==> src/rtl/cdb_arbiter.sv <==
// cdb_arbiter
//   Shares NUM_CDB common-data-bus broadcast slots among NUM_REQ functional-unit
//   writeback requesters (0=add, 1=mul, 2=div, 3=br, 4=mem). Each cycle up to
//   NUM_CDB valid requesters are granted. Grants are made oldest-first by ROB
//   age relative to rob_head. A requester left waiting STARVE_LIMIT cycles
//   escalates ahead of every non-starving requester. Granted payloads appear on
//   the cdb_* registers one cycle later.
//
// Ports
//   clk, rst       clock, synchronous active-high reset
//   flush          branch-mispredict flush: no grants, counters cleared,
//                  no broadcast next cycle
//   rob_head       ROB index of the oldest uncommitted entry
//   req_valid      per-requester "result available"
//   req_rob_idx    per-requester ROB index   (slice i = [i*IDX_W +: IDX_W])
//   req_pd         per-requester dest preg   (slice i = [i*PD_W +: PD_W])
//   req_data       per-requester result      (slice i = [i*DATA_WIDTH +: DATA_WIDTH])
//   req_ready      combinational grant, same cycle as req_valid
//   cdb_valid      registered per-slot broadcast valid
//   cdb_rob_idx    registered per-slot ROB index
//   cdb_pd         registered per-slot dest preg
//   cdb_data       registered per-slot result
//   cdb_src        registered per-slot owning requester index
module cdb_arbiter #(
  parameter int NUM_REQ      = 5,
  parameter int NUM_CDB      = 2,
  parameter int QUEUE_DEPTH  = 64,
  parameter int PD_W         = 6,
  parameter int DATA_WIDTH   = 32,
  parameter int STARVE_LIMIT = 8,
  localparam int IDX_W = $clog2(QUEUE_DEPTH),
  localparam int SRC_W = (NUM_REQ > 1) ? $clog2(NUM_REQ) : 1,
  localparam int CNT_W = $clog2(STARVE_LIMIT + 1)
) (
  input  logic                          clk,
  input  logic                          rst,
  input  logic                          flush,
  input  logic [IDX_W-1:0]              rob_head,
  input  logic [NUM_REQ-1:0]            req_valid,
  input  logic [NUM_REQ*IDX_W-1:0]      req_rob_idx,
  input  logic [NUM_REQ*PD_W-1:0]       req_pd,
  input  logic [NUM_REQ*DATA_WIDTH-1:0] req_data,
  output logic [NUM_REQ-1:0]            req_ready,
  output logic [NUM_CDB-1:0]            cdb_valid,
  output logic [NUM_CDB*IDX_W-1:0]      cdb_rob_idx,
  output logic [NUM_CDB*PD_W-1:0]       cdb_pd,
  output logic [NUM_CDB*DATA_WIDTH-1:0] cdb_data,
  output logic [NUM_CDB*SRC_W-1:0]      cdb_src
);

  // Sort key {!starving, age, index}: smaller is higher priority. Including
  // the index makes every key unique, so ranks are a strict total order.
  localparam int KEY_W  = 1 + IDX_W + SRC_W;
  localparam int RANK_W = $clog2(NUM_REQ + 1);

  logic [CNT_W-1:0]  wait_cnt_reg [NUM_REQ];
  logic [NUM_REQ-1:0] starving;
  logic [IDX_W-1:0]  age  [NUM_REQ];
  logic [KEY_W-1:0]  key  [NUM_REQ];
  logic [RANK_W-1:0] rank [NUM_REQ];
  logic [NUM_REQ-1:0] grant;

  logic [NUM_CDB-1:0]            slot_used_next;
  logic [NUM_CDB*IDX_W-1:0]      slot_rob_next;
  logic [NUM_CDB*PD_W-1:0]       slot_pd_next;
  logic [NUM_CDB*DATA_WIDTH-1:0] slot_data_next;
  logic [NUM_CDB*SRC_W-1:0]      slot_src_next;

  logic [NUM_CDB-1:0]            cdb_valid_reg;
  logic [NUM_CDB*IDX_W-1:0]      cdb_rob_idx_reg;
  logic [NUM_CDB*PD_W-1:0]       cdb_pd_reg;
  logic [NUM_CDB*DATA_WIDTH-1:0] cdb_data_reg;
  logic [NUM_CDB*SRC_W-1:0]      cdb_src_reg;

  // Per-requester age, starvation flag, key and grant.
  for (genvar gi = 0; gi < NUM_REQ; gi++) begin : g_req
    localparam logic [SRC_W-1:0] SELF = SRC_W'(gi);
    // Modulo-QUEUE_DEPTH distance from the head; wraps naturally in IDX_W bits.
    assign age[gi]      = req_rob_idx[gi*IDX_W +: IDX_W] - rob_head;
    assign starving[gi] = (wait_cnt_reg[gi] == CNT_W'(STARVE_LIMIT));
    assign key[gi]      = {~starving[gi], age[gi], SELF};
    // Rank counts only valid competitors, so rank < NUM_CDB means "in the
    // top NUM_CDB" among valid requesters.
    assign grant[gi]    = req_valid[gi] && (rank[gi] < RANK_W'(NUM_CDB)) &&
                          !flush && !rst;
  end

  assign req_ready = grant;

  // Rank of each requester = number of valid requesters with a smaller key.
  always_comb begin
    for (int i = 0; i < NUM_REQ; i++) begin
      rank[i] = '0;
      for (int j = 0; j < NUM_REQ; j++) begin
        if (j != i && req_valid[j] && (key[j] < key[i])) begin
          rank[i] = rank[i] + RANK_W'(1);
        end
      end
    end
  end

  // Slot k takes the valid requester of rank k. Ranks are unique, so at most
  // one requester matches each slot and no requester can occupy two slots.
  always_comb begin
    slot_used_next = '0;
    slot_rob_next  = '0;
    slot_pd_next   = '0;
    slot_data_next = '0;
    slot_src_next  = '0;
    for (int k = 0; k < NUM_CDB; k++) begin
      for (int i = 0; i < NUM_REQ; i++) begin
        if (req_valid[i] && (rank[i] == RANK_W'(k))) begin
          slot_used_next[k]                        = 1'b1;
          slot_rob_next[k*IDX_W +: IDX_W]          = req_rob_idx[i*IDX_W +: IDX_W];
          slot_pd_next[k*PD_W +: PD_W]             = req_pd[i*PD_W +: PD_W];
          slot_data_next[k*DATA_WIDTH +: DATA_WIDTH] = req_data[i*DATA_WIDTH +: DATA_WIDTH];
          slot_src_next[k*SRC_W +: SRC_W]          = SRC_W'(i);
        end
      end
    end
  end

  // Starvation counters: count ungranted valid cycles, saturate at the limit.
  always_ff @(posedge clk) begin
    if (rst || flush) begin
      for (int i = 0; i < NUM_REQ; i++) begin
        wait_cnt_reg[i] <= '0;
      end
    end else begin
      for (int i = 0; i < NUM_REQ; i++) begin
        if (!req_valid[i] || grant[i]) begin
          wait_cnt_reg[i] <= '0;
        end else if (!starving[i]) begin
          wait_cnt_reg[i] <= wait_cnt_reg[i] + CNT_W'(1);
        end
      end
    end
  end

  // Broadcast registers. Payloads only load for used slots and otherwise hold.
  always_ff @(posedge clk) begin
    if (rst) begin
      cdb_valid_reg   <= '0;
      cdb_rob_idx_reg <= '0;
      cdb_pd_reg      <= '0;
      cdb_data_reg    <= '0;
      cdb_src_reg     <= '0;
    end else begin
      cdb_valid_reg <= flush ? '0 : slot_used_next;
      for (int k = 0; k < NUM_CDB; k++) begin
        if (slot_used_next[k] && !flush) begin
          cdb_rob_idx_reg[k*IDX_W +: IDX_W]          <= slot_rob_next[k*IDX_W +: IDX_W];
          cdb_pd_reg[k*PD_W +: PD_W]                 <= slot_pd_next[k*PD_W +: PD_W];
          cdb_data_reg[k*DATA_WIDTH +: DATA_WIDTH]   <= slot_data_next[k*DATA_WIDTH +: DATA_WIDTH];
          cdb_src_reg[k*SRC_W +: SRC_W]              <= slot_src_next[k*SRC_W +: SRC_W];
        end
      end
    end
  end

  assign cdb_valid   = cdb_valid_reg;
  assign cdb_rob_idx = cdb_rob_idx_reg;
  assign cdb_pd      = cdb_pd_reg;
  assign cdb_data    = cdb_data_reg;
  assign cdb_src     = cdb_src_reg;

endmodule

==> config.mk <==
export PLATFORM = sky130hd
export DESIGN_NAME = cdb_arbiter
export DESIGN_NICKNAME = d
export VERILOG_FILES = /design/src/rtl/cdb_arbiter.sv
export SDC_FILE = /design/constraint.sdc
export NUM_CORES = 1
export LEC_CHECK = 0
export CORE_MARGIN = 8
export CORE_UTILIZATION = 25
export DETAILED_ROUTE_END_ITERATION = 6
export MAX_ROUTING_LAYER = met4
export PLACE_DENSITY_LB_ADDON = 0.1
export SLEW_MARGIN = 20
export SYNTH_ARGS = -nofsm -noshare
export SYNTH_HDL_FRONTEND = slang
export SYNTH_SLANG_ARGS = --single-unit
export TNS_END_PERCENT = 50
==> constraint.sdc <==
create_clock -name clk -period 6.3 [get_ports clk]
set_clock_uncertainty 0.05 [all_clocks]
set_input_delay 0.63 -clock clk [delete_from_list [all_inputs] [get_ports clk]]
set_output_delay 0.63 -clock clk [all_outputs]
set_load 0.05 [all_outputs]
==> results of run 1 <==
-- worst reg2reg max path: cells and delay by family, from the launching register on --
| kind | cells | cell delay [ps] |
|---|---|---|
| AND/OR/NAND/NOR | 5 | 1150 |
| AO/OA/AOI/OAI | 7 | 1520 |
| buffers and inverters | 3 | 440 |
| XOR/XNOR | 2 | 340 |
| flip-flops | 1 | 440 |
| adder cells (fa/ha/maj) | 4 | 970 |
-- cells in the final DEF, fill, tap and decap left out, drive strengths merged, types with 53 or more instances in the layout --
cell type	synthesis	layout
a211o	92	92
and3	139	139
buf	72	253
clkdlybuf4s50	0	320
dfxtp	96	96
ha	96	96
inv	116	118
nand2	136	136
nand3	100	100
nor2	55	55
nor3	53	53
o21ai	67	67
-- cell families (layout without fill, tap and decap cells) --
| group | after synthesis | in the layout | share of synthesized area [%] |
|---|---|---|---|
| adder cells (fa/ha/maj) | 109 | 109 | 9.89 |
| AO/OA/AOI/OAI | 626 | 626 | 37.5 |
| buffers and inverters | 312 | 727 | 9.47 |
| AND/OR/NAND/NOR | 596 | 596 | 22.1 |
| multiplexers | 11 | 11 | 0.802 |
| XOR/XNOR | 33 | 33 | 2.22 |
| flip-flops | 116 | 116 | 18.0 |
| other | 0 | 3 | 0 |
-- through the flow --
| stage | cells | TNS [ps] | hold WS, ps | total power [mW] | area (µm²) |
|---|---|---|---|---|---|
| 2_1_floorplan | 1803 | 0 | 529 | 5.61 | 14000 |
| 3_3_place_gp | 2926 | -44280 | 454 | 8.67 | 19700 |
| 3_5_place_dp | 2926 | -42630 | 461 | 8.68 | 19700 |
| 4_1_cts | 2965 | -53.8 | 479 | 9.79 | 20400 |
| 5_1_grt | 2977 | -28.5 | 506 | 10.5 | 20700 |
| 6_report | 2977 | 0 | 481 | 9.95 | 20700 |
-- path summary, 6_finish.rpt --
path	from	endpoint	cells past startpoint
max	rob_head[1]	req_ready[0]	26
min	cdb_data[61]	cdb_data[61]	2
max reg2reg	wait_cnt_reg[4][0]	cdb_data[27]	21
min reg2reg	cdb_data[61]	cdb_data[61]	2
-- where the power goes --
| part | internal [mW] | total, mW | switching (mW) |
|---|---|---|---|
| logic | 3.06 | 7.79 | 4.73 |
| clock network | 0.575 | 1.01 | 0.439 |
| registers | 0.962 | 1.15 | 0.185 |
-- timing repair --
action,4_1_cts,5_1_grt
gates resized for setup,20,62
endpoints found under the setup margin,16,98
setup buffers,7,9
pin swaps,7,21
-- metal layers --
layer | vias to the layer above | global-route usage (%)
met5 | - | -
met4 | 0 | 5.77
met3 | 70 | 4.66
met2 | 726 | 35.4
met1 | 8273 | 30.5
li1 | 7756 | -
-- layout make-up --
| cell class | count | area, µm² |
|---|---|---|
| fillers | 5796 | 35300 |
| multi-input cells | 1375 | 10600 |
| repair buffers | 579 | 5610 |
| flip-flops and latches | 116 | 2520 |
| well taps | 756 | 946 |
| inverters | 116 | 435 |
| clock buffers | 17 | 425 |
| clock inverters | 15 | 139 |
| diodes | 3 | 7.51 |
==> results.md, run 1 <==
* Status: finished, final reports clean
* CTS sink cnt at 116
* DRC Markers at 0
* Final Routed Wirelength at 74,500 µm
* GRT Util Overall at 23.0%
* Largest net degree at the start of global routing at 90
* Worst path slowest cell: clkdlybuf4s50_1
* Synth async-reset ratio at 0%
* Die W at 253 µm
* Mapped Cells at 1,803
* Post-DP HPWL at 55,400 µm
* Post-synth top area cell: dfxtp_1
* Max_slew headroom at 47.2%
* Core region area at 0.0560 mm²
* Achievable clock frequency at 0.163 GHz
* Reg clk slew, reported paths at 60 ps
* Crit path arrival time at 5460 ps
* Max-Cap Viols at 0
* Num rows at 87
* Yosys warns at 0
* Number of flip-flops under the largest register name at 64
* Syn-to-layout area delta at 47.3%
* Cell area after synthesis at 0.0140 mm²
* Routability congestion estimate at 0.878
* Routed Antenna Nets at 0
* CTS tree: done
* IO buf count at 334
* Share of cells above drive strength 1 at 19.3%
* CTS buffer count at 17
* CP Class: input pin to output port
* Hold Fails Final Rpt at 0
* Initial antenna violation count at 3
* Max IR drop VDD at 0.000304 V
* Seq/Total Area, Yosys at 18.0%
* Crit end category: output port
* Synth unique cells at 89
* Max Slew Vio Count at 0
* Yosys top cell area share at 13.7%
* Max Fanout on Critical Path at 5
* Final worst slack at 158 ps
* LEAKAGE at 8.47 nW
* First drt pass iteration count at 6
* Highest metal used: met4
* Avg Inst Size Synth at 7.78 µm²
* Detailed Route Iter0 Violations at 1,575
* Cell Pwr Density at 481 mW/mm²
* Initial Utilization at 25.1%
* Die footprint at 0.0640 mm²
* Count leader, synth: and3_1
* Number of flops mapped to enable cells by yosys at 20
* WL met3 at 5010 µm
* Setup WS pre-CTS at -587 ps
* Die H at 253 µm
* Critical path launch point type: input pin
* Worst Max-Slew Pin Slew at 790 ps
* Number of I/O pins at 335
* Vias in the first global route at 16,500
* Reg-to-reg slack, setup at 1290 ps
* Syn nets at 2,138
* Setup violators final at 0
* Vias at 16,800
* Vias per Instance at 5.65
* CTS max path bufs at 2
* WP buf/inv at 8
* Top_reg_cell synth: dfxtp_1
* #FFs+latches synth at 116
* Grt total ovfl at 0
* Most frequent cells after synthesis: and3_1, nand2_1, clkbuf_1
* CTS Hold Bufs at 0
* Met1 wire length at 34,000 µm
* H-tree levels at 4
* Final Critical Period at 6140 ps
* Max stage delay on crit path at 480 ps
* WL/cell at 25.0 µm
* Clock root cell: clkbuf_16
* Clock Latency Late Sink at 470 ps
* Final Core Density at 36.9%
* Final #Nets at 2,540
* Largest cells by area after synthesis: dfxtp_1, ha_1, and3_1
* Top delay family on crit path: buffers and inverters
* Critical Path RT at 5620 ps
* First-pass GRT wire length at 109,000 µm
* HP Class: flip-flop to flip-flop
* Met2 WL post-DR at 34,000 µm
* Final period util at 97.5%
Power figures use the tool's default switching activity.
==> run 2, diff against run 1 <==
==> constraint.sdc (replaced) <==
create_clock -name clk -period 6.3 [get_ports clk]
set_clock_uncertainty 0.05 [all_clocks]
set_input_delay 0.945 -clock clk [delete_from_list [all_inputs] [get_ports clk]]
set_output_delay 0.945 -clock clk [all_outputs]
set_load 0.05 [all_outputs]
==> results.md, run 2 (synthesized netlist as in run 1, its figures left out) <==
* Worst path slowest cell: ha_4
* CTS Hold Bufs at 0
* RSZ-0062 raised after global routing: yes
* HP Class: flip-flop to flip-flop
* Crit end category: output port
* Top delay family on crit path: compound AO/OA/AOI/OAI gates
* Initial Utilization at 25.1%
* DRC Markers at 0
* Dpl cell area at 0.0203 mm²
* Total stage count of the critical path at 24
* Most frequent cells in the layout: clkdlybuf4s50_1, buf_4, and3_1
* Final worst slack at 30.9 ps
* Cell total after placement at 2,978
* Cell Pwr Density at 483 mW/mm²
* Routed Antenna Nets at 0
* Syn-to-layout area delta at 55.6%
* Share of cells above drive strength 1 at 24.5%
* Vias per Instance at 5.54
* P_int at 5.03 mW
* Initial antenna violation count at 6
* Crit path from: rob_head[1]
* Detailed Route Iter0 Violations at 1,547
* Fin area at 0.0218 mm²
* WL met3 at 4600 µm
* Switching Power at 5.51 mW
* Setup WS pre-CTS at -899 ps
* Final #Nets at 2,608
* Worst Max-Slew Pin Slew at 966 ps
* Hold depth at 2
* LEAKAGE at 8.94 nW
* Die footprint at 0.0640 mm²
* Core region area at 0.0560 mm²
* Comb pwr share at 78.6%
* Vias in the first global route at 16,900
* Sequential share of power at 10.9%
* Die W at 253 µm
* Max-Cap Viols at 0
* Status: finished, final reports clean
* WL/cell at 24.7 µm
* Fin cells at 3,049
* Final Routed Wirelength at 75,300 µm
* Max_slew headroom at 35.6%
* Final Critical Period at 6270 ps
* Sw Ratio at 52.2%
* Power Total at 10.5 mW
* Critical Path RT at 5300 ps
* IO buf count at 334
* Crit path arrival time at 5270 ps
* Final Core Density at 39.0%
* Max Fanout on Critical Path at 6
* Met2 WL post-DR at 34,600 µm
* Die H at 253 µm
* Reg-to-reg slack, setup at 1100 ps
* Critical path launch point type: input pin
* GRT Util Overall at 23.3%
* Clock Latency Late Sink at 480 ps
* Achievable clock frequency at 0.160 GHz
* CTS buffer count at 17
* Max stage delay on crit path at 290 ps
* Crit-path cells: buf_6 -> clkinvlp_4 -> buf_6 -> ha_1 -> nor2b_1 -> o31a_1 -> a21oi_2 -> buf_4 -> buf_4 -> ha_1 -> a21oi_2 -> o21ai_1 -> a21o_1 -> a21o_1 -> and2_4 -> ha_4 -> xor2_4 -> inv_2 -> ha_4 -> or2_4 -> o31ai_4 -> nand4_1 -> nor2_4 -> buf_12
* Setup violators final at 0
* First-pass GRT wire length at 110,000 µm
* Number of I/O pins at 335
* Grt total ovfl at 0
* Final period util at 99.5%
* Vias at 16,900
* Reg clk slew, reported paths at 60 ps
* Max IR drop VDD at 0.000346 V
* Fin Setup TNS at 0 ps
* Post-DP HPWL at 55,700 µm
* WP buf/inv at 7
* CTS max path bufs at 2
* Number of flip-flops under the largest register name at 64
* Met1 wire length at 34,500 µm
* Hold Fails Final Rpt at 0
* First drt pass iteration count at 6
* Reg2Reg Launch Point: wait_cnt_reg[3][0]
* WHS at 464 ps
* Max Slew Vio Count at 0
* Highest metal used: met4
* Routability congestion estimate at 0.926
* Worst hold start: cdb_pd[9]
* H-tree levels at 4
* CTS sink cnt at 116
* Register-to-Register Path Depth at 24
* CTS tree: done
* Leading cell type in the layout, fill and taps excluded: clkdlybuf4s50_1
* Num rows at 87
* CP Class: input pin to output port
* Clk pwr share at 10.4%
* Largest net degree at the start of global routing at 76
* Clock root cell: clkbuf_16
-- run 2: cell types whose count changed in the layout (fill, tap and decap cells not counted), sizes merged --
cell           before  now
and3              139  140
buf               253  323
bufinv              2    3
clkbuf             18   24
clkdlybuf4s50     320  308
clkinv              8    7
diode               3    7
dlygate4sd2         1    7
inv               118  115
-- run 2: metal layers --
layer  vias up  GRT usage (%)
met2       630           36.2
met4         0           6.10
met3        73           3.86
met1      8290           31.1
met5         -              -
li1       7904              -
-- run 2: worst paths after layout --
kind,end
hold / removal,cdb_pd[9]
setup reg to reg,cdb_data[0]
hold reg to reg,cdb_pd[9]
setup / recovery,req_ready[0]
-- run 2: what timing repair did --
action | in CTS | in global routing
gates resized for setup | 123 | 72
endpoints found under the setup margin | 100 | 94
buffers inserted | 21 | 8
gates cloned | 0 | 3
pin swaps | 50 | 44
-- run 2: power by group through the flow --
stage | sequential [mW] | clock [mW] | combinational (mW)
2_1_floorplan | 1.75 | 0 | 3.88
3_3_place_gp | 1.17 | 0 | 7.73
3_5_place_dp | 1.16 | 0 | 7.75
4_1_cts | 1.16 | 1.12 | 7.95
5_1_grt | 1.18 | 1.15 | 8.78
6_report | 1.15 | 1.10 | 8.29
-- run 2: worst reg2reg max path, delay by kind of cell (launching register included) --
| kind | cells | cell delay [ps] |
|---|---|---|
| adders and majority gates | 3 | 760 |
| and+or+nand+nor | 6 | 890 |
| AOI/OAI and AO/OA | 7 | 1640 |
| buffers and inverters | 7 | 1160 |
| muxes | 1 | 170 |
| DFF | 1 | 440 |
-- run 2: final cells by class --
cell class / instances / area (µm²)
antenna: 7 / 17.5
clock buffer: 20 / 478
clock inverter: 12 / 151
fill: 5690 / 34100
inverter: 116 / 444
multi-input combinational: 1376 / 11000
sequential: 116 / 2520
tap: 756 / 946
timing repair buffer: 646 / 6290
